[config.mk]
export PLATFORM = sky130hd
export DESIGN_NAME = reaction_timer_fsm
export DESIGN_NICKNAME = d
export VERILOG_FILES = /design/src/rtl/reaction_timer_fsm_pkg.sv /design/src/rtl/reaction_timer_fsm.sv
export SDC_FILE = /design/constraint.sdc
export NUM_CORES = 1
export LEC_CHECK = 0
export BUFFER_PORTS_ARGS = -buffer_cell sky130_fd_sc_hd__buf_2
export CAP_MARGIN = 10
export CORE_MARGIN = 2
export CORE_UTILIZATION = 30
export CTS_BUF_LIST = sky130_fd_sc_hd__clkbuf_8
export CTS_CLUSTER_DIAMETER = 80
export DETAILED_ROUTE_END_ITERATION = 12
export SLEW_MARGIN = 25
export SYNTH_ARGS = -nofsm -noshare
export SYNTH_HDL_FRONTEND = slang
export SYNTH_SLANG_ARGS = --single-unit
[constraint.sdc]
create_clock -name clk -period 1.2 [get_ports clk]
set_input_delay 0.24 -clock clk [delete_from_list [all_inputs] [get_ports clk]]
set_output_delay 0.24 -clock clk [all_outputs]
set_load 0.02 [all_outputs]
[src/rtl/reaction_timer_fsm_pkg.sv]
// Shared types for the reaction timer controller: state encoding and the
// LED color triple shown in each state.
package reaction_timer_fsm_pkg;

    typedef enum logic [2:0] {
        IDLE   = 3'd0,
        RWAIT  = 3'd1,
        TIMING = 3'd2,
        RESULT = 3'd3,
        EARLY  = 3'd4,
        LATE   = 3'd5
    } state_t;

    typedef struct packed {
        logic [2:0] r;
        logic [2:0] g;
        logic [2:0] b;
    } rgb_t;

    localparam rgb_t COLOR_IDLE   = '{r: 3'd0, g: 3'd0, b: 3'd3};
    localparam rgb_t COLOR_RWAIT  = '{r: 3'd0, g: 3'd0, b: 3'd0};
    localparam rgb_t COLOR_TIMING = '{r: 3'd7, g: 3'd7, b: 3'd7};
    localparam rgb_t COLOR_RESULT = '{r: 3'd0, g: 3'd7, b: 3'd0};
    localparam rgb_t COLOR_EARLY  = '{r: 3'd7, g: 3'd0, b: 3'd0};
    localparam rgb_t COLOR_LATE   = '{r: 3'd7, g: 3'd7, b: 3'd0};

    function automatic rgb_t state_color(input state_t s);
        case (s)
            IDLE:    return COLOR_IDLE;
            RWAIT:   return COLOR_RWAIT;
            TIMING:  return COLOR_TIMING;
            RESULT:  return COLOR_RESULT;
            EARLY:   return COLOR_EARLY;
            LATE:    return COLOR_LATE;
            default: return COLOR_IDLE;
        endcase
    endfunction

endpackage

[src/rtl/reaction_timer_fsm.sv]
// Reaction timer sequencer: launches the random wait, times the user's
// response and drives the penalty timer and the status LED.
//
// state  | meaning
// -------+----------------------------------------------
// IDLE   | waiting for start, blue LED
// RWAIT  | random wait running, LED dark
// TIMING | reaction counter running, LED white
// RESULT | reaction time displayed, LED green
// EARLY  | pressed before the light, 5 s penalty, red
// LATE   | counter limit exceeded, 5 s penalty, yellow
module reaction_timer_fsm
    import reaction_timer_fsm_pkg::*;
(
    input  logic       clk,
    input  logic       RESET,
    input  logic       start,
    input  logic       enter,
    input  logic       rwait_done,
    input  logic       wait5_done,
    input  logic       time_late,
    output logic       start_rwait,
    output logic       start_wait5,
    output logic       time_clr,
    output logic       time_en,
    output logic       rs_en,
    output logic [2:0] color_r,
    output logic [2:0] color_g,
    output logic [2:0] color_b
);

    state_t state;
    state_t state_next;
    rgb_t   color_next;

    always_comb begin
        state_next = state;
        case (state)
            IDLE:    if (start) state_next = RWAIT;
            RWAIT: begin
                if (enter)           state_next = EARLY;
                else if (rwait_done) state_next = TIMING;
            end
            TIMING: begin
                if (enter)          state_next = RESULT;
                else if (time_late) state_next = LATE;
            end
            RESULT:  if (start) state_next = RWAIT;
            EARLY,
            LATE:    if (wait5_done) state_next = IDLE;
            default: state_next = IDLE;
        endcase
    end

    // Pulses are Mealy so the external timers start in the same cycle as the
    // decision; leaving the source state on the next edge ends the pulse.
    always_comb begin
        start_rwait = 1'b0;
        time_clr    = 1'b0;
        start_wait5 = 1'b0;
        if (!RESET) begin
            start_rwait = (state == IDLE || state == RESULT) && start;
            time_clr    = (state == IDLE || state == RESULT) && start;
            start_wait5 = (state == RWAIT && enter) ||
                          (state == TIMING && !enter && time_late);
        end
    end

    assign color_next = state_color(state_next);

    // Moore outputs are registered from the next state so they line up with
    // the state register without a combinational decode on the outputs.
    always_ff @(posedge clk) begin
        if (RESET) begin
            state   <= IDLE;
            time_en <= 1'b0;
            rs_en   <= 1'b0;
            color_r <= COLOR_IDLE.r;
            color_g <= COLOR_IDLE.g;
            color_b <= COLOR_IDLE.b;
        end else begin
            state   <= state_next;
            time_en <= (state_next == TIMING);
            rs_en   <= (state_next == RESULT);
            color_r <= color_next.r;
            color_g <= color_next.g;
            color_b <= color_next.b;
        end
    end

endmodule

==> flow_summary.json <==
{
  "synth-simple-area-share": 0.282,
  "grt_max_degree": 8,
  "startpoint_type": "flip-flop",
  "routedWlPerCell_um": 11.5,
  "combPwrFrac": 0.320,
  "reg2reg_from": "state[1]$_SDFF_PP0_",
  "portBuffers": 20,
  "internal_power_mw": 0.700,
  "outcome": "complete, but fails checks",
  "clkLatencyLatePin_ns": 0.23,
  "yosys_register_bits": 9,
  "drt_iter0_drc": 4,
  "timing_worst_setup_path_type": "reg -> out",
  "cts_root_buf": "clkbuf_8",
  "clockBufferDepth": 2,
  "die_area_um2": 1950,
  "whs_ns": 0.275,
  "slowest_delay_ns": 0.35,
  "p_total_mw": 1.00,
  "yosysTopAreaCell": "dfxtp_1",
  "start_util": 0.321,
  "rsz0062_at_grt": "true",
  "antennaDiodeCount": 0,
  "num_rows": 14,
  "io_pins": 21,
  "yosys_warnings": 0,
  "clkTransAtPathRegs_ns": 0.04,
  "violations": "negative setup slack",
  "fin_crit_sh": 1.25,
  "cp_max_fo": 4,
  "synth_fp_nets": 56,
  "seq_area_frac_synth": 0.372,
  "p_leak_nw": 0.362,
  "synth_top_cell_area_share": 0.372,
  "vdd_drop_max_mv": 0.697,
  "p_seq_frac": 0.343,
  "drive_gt1_frac": 0.701,
  "slew_violations": 0,
  "worst_ep_required_time_ns": 0.96,
  "fin_skew_ns": 0.000622,
  "clock-sinks": 9,
  "rrSetupSlack_ns": -0.09,
  "grtUsageTotal": 0.122,
  "synth_fa_ha_area_frac": 0,
  "avgSynthCellArea_um2": 9.88,
  "area_growth_pct": 60.2,
  "cp.arrival_ns": 1.26,
  "sw_frac_of_total": 0.303,
  "power.switching_mw": 0.305,
  "cts_tree": "built",
  "clock_power_share": 0.338,
  "path_delay_family": "simple AND/OR/NAND/NOR gates",
  "num_vias": 422,
  "fp.dieH_um": 44.2,
  "synth-compound-area-share": 0.222,
  "fin_ws_ns": -0.298,
  "synth_top_family_by_area": "simple AND/OR/NAND/NOR gates",
  "layout.nets": 85,
  "hpwl_um": 784,
  "synth_area_leaders": "dfxtp_1 (37%), buf_4 (9.3%), nor2_1 (4.7%)",
  "drt_wl_total_um": 1070,
  "numCtsBuffers": 3,
  "r2r_cells": 5,
  "worstMarginPinSlew_ns": 0.309,
  "cp-end-kind": "primary output",
  "grt_pass1_vias": 386,
  "h-tree-depth": 1,
  "gr-total-overflow": 0,
  "viasPerCell": 4.54,
  "r2r_end": "color_g[1]$_SDFF_PP0_",
  "cts_hold_buf": 0,
  "drc": 0,
  "grt_first_pass_wirelength_um": 1670,
  "ys_types": 26,
  "synth_area_um2": 484,
  "cpMaxStageDelayCell": "dfxtp_4",
  "n_fill_cell": 142,
  "cp-startpoint": "state[1]$_SDFF_PP0_",
  "ant_nets": 0,
  "finalHoldViolCount": 0,
  "muxShareOfSynthArea": 0,
  "place_congestion": 0.711,
  "dr.pass1.iters": 3,
  "finalSetupViolCount": 12,
  "min_from": "RESET",
  "slew_headroom": 0.794,
  "die_w_um": 44.2,
  "p_per_area_nw_per_um2": 1300,
  "hp-class": "in -> reg",
  "critPathBufInv": 1,
  "synth_xor_area_frac": 0,
  "drv_cap": 0,
  "netlist_instances": 49,
  "endpoint": "start_rwait",
  "antenna_found_initial": 0,
  "crit_chain": "and2b_4 -> nor4_4 -> buf_4",
  "period_minus_slack_ns": 1.50,
  "fmax_ghz": 0.667,
  "utilization": 0.515,
  "path_depth": 3,
  "core_um2": 1510
}
-- per-layer routing --
metal  GRT usage  part of all wire  vias to the layer above  wire length (µm)
li1            -                 -                      225                 -
met5           0                 0                        -                 0
met2       0.197              0.53                        9               568
met4      0.0727             0.015                        0                16
met1       0.135              0.40                      186               430
met3      0.0490             0.051                        2                55
-- synthesized netlist by cell type --
library cell,n
dfxtp_1,9
buf_4,6
nor2_1,6
inv_1,4
nor2b_1,2
o21ai_2,2
a211oi_1,1
a21o_2,1
a221oi_2,1
a22oi_1,1
and2b_1,1
and2b_4,1
nand2b_1,1
nand2b_2,1
nand2b_4,1
nor3_1,1
nor3b_1,1
nor3b_2,1
nor4_1,1
nor4b_2,1
o21ai_0,1
o21bai_2,1
o221a_2,1
o221ai_1,1
o221ai_2,1
or2_4,1
-- state kept, by name, indices dropped and copies added (netlist names) --
| register | cells |
|---|---|
| state | 3 |
| rs_en | 1 |
| color_g | 1 |
| color_b | 2 |
| time_en | 1 |
| color_r | 1 |
-- worst reg2reg max path, cell delays in order, from the launching register on --
cell,delay [ns]
dfxtp_4,0.35
and2b_4,0.20
buf_4,0.14
a221oi_4,0.24
or2_4,0.18
o21ai_2,0.06
-- cells in the final DEF, fill, tap and decap left out --
cell type / count
o221a_4: 1
nand2b_4: 1
a22oi_1: 1
buf_2: 17
nand2b_1: 1
buf_4: 13
o21ai_1: 1
nor4b_4: 1
nor2_1: 6
nor3_2: 1
nor4_4: 1
o221ai_4: 1
and2b_4: 1
nor3b_2: 1
nor2b_2: 1
o221ai_2: 1
o21bai_2: 1
a211oi_1: 1
inv_1: 5
nand2b_2: 1
a221oi_4: 1
dfxtp_4: 2
clkbuf_8: 3
a21o_2: 1
dfxtp_2: 1
nor3b_4: 1
and2b_1: 1
dfxtp_1: 6
o21ai_2: 2
or2_4: 1
nor2b_1: 1
-- metrics by stage --
step / setup WS [ns] / instances / setup TNS [ns] / instance area (µm²)
after CTS: -0.276 / 92 / -1.61 / 727
after global placement: -0.0738 / 86 / -0.337 / 638
after floorplan: -0.222 / 49 / -0.266 / 510
final: -0.298 / 93 / -1.33 / 776
after detailed placement: -0.0826 / 86 / -0.423 / 638
after global routing: -0.366 / 93 / -2.04 / 776
-- final cells by class --
type / instances / area, µm² / area share
inverters: 4 / 15.0 / 0.0194
clock buffers: 3 / 41.3 / 0.0532
repair buffers: 30 / 183 / 0.235
multi-input cells: 30 / 324 / 0.418
clock inverters: 1 / 3.75 / 0.00484
well taps: 16 / 20.0 / 0.0258
flip-flops and latches: 9 / 189 / 0.244
-- logic make-up (layout without fill, tap and decap cells) --
kind of cell,after synthesis,count (layout)
buffers and inverters,10,38
and+or+nand+nor,19,19
AOI/OAI and AO/OA,11,11
DFF,9,9
-- power by group through the flow --
| stage | clock (mW) | sequential (mW) | combinational, mW |
|---|---|---|---|
| 3_3_place_gp | 0 | 0.346 | 0.261 |
| 4_1_cts | 0.353 | 0.343 | 0.289 |
| 5_1_grt | 0.364 | 0.348 | 0.343 |
| 3_5_place_dp | 0 | 0.347 | 0.262 |
| 6_report | 0.339 | 0.344 | 0.321 |
| 2_1_floorplan | 0 | 0.370 | 0.171 |
-- worst min-delay path by stage --
stage	end	cells after the start
2_1_floorplan	state[0]$_SDFF_PP0_	1
3_3_place_gp	state[0]$_SDFF_PP0_	2
3_5_place_dp	state[0]$_SDFF_PP0_	2
4_1_cts	state[0]$_SDFF_PP0_	2
5_1_grt	state[0]$_SDFF_PP0_	2
6_report	state[0]$_SDFF_PP0_	2
-- timing repair --
item	in CTS	in global routing
pin swaps	0	5
buffers inserted	2	1
gates resized for setup	7	6
endpoints found under the setup margin	11	12
No activity file was read; power rests on OpenSTA's default activity.
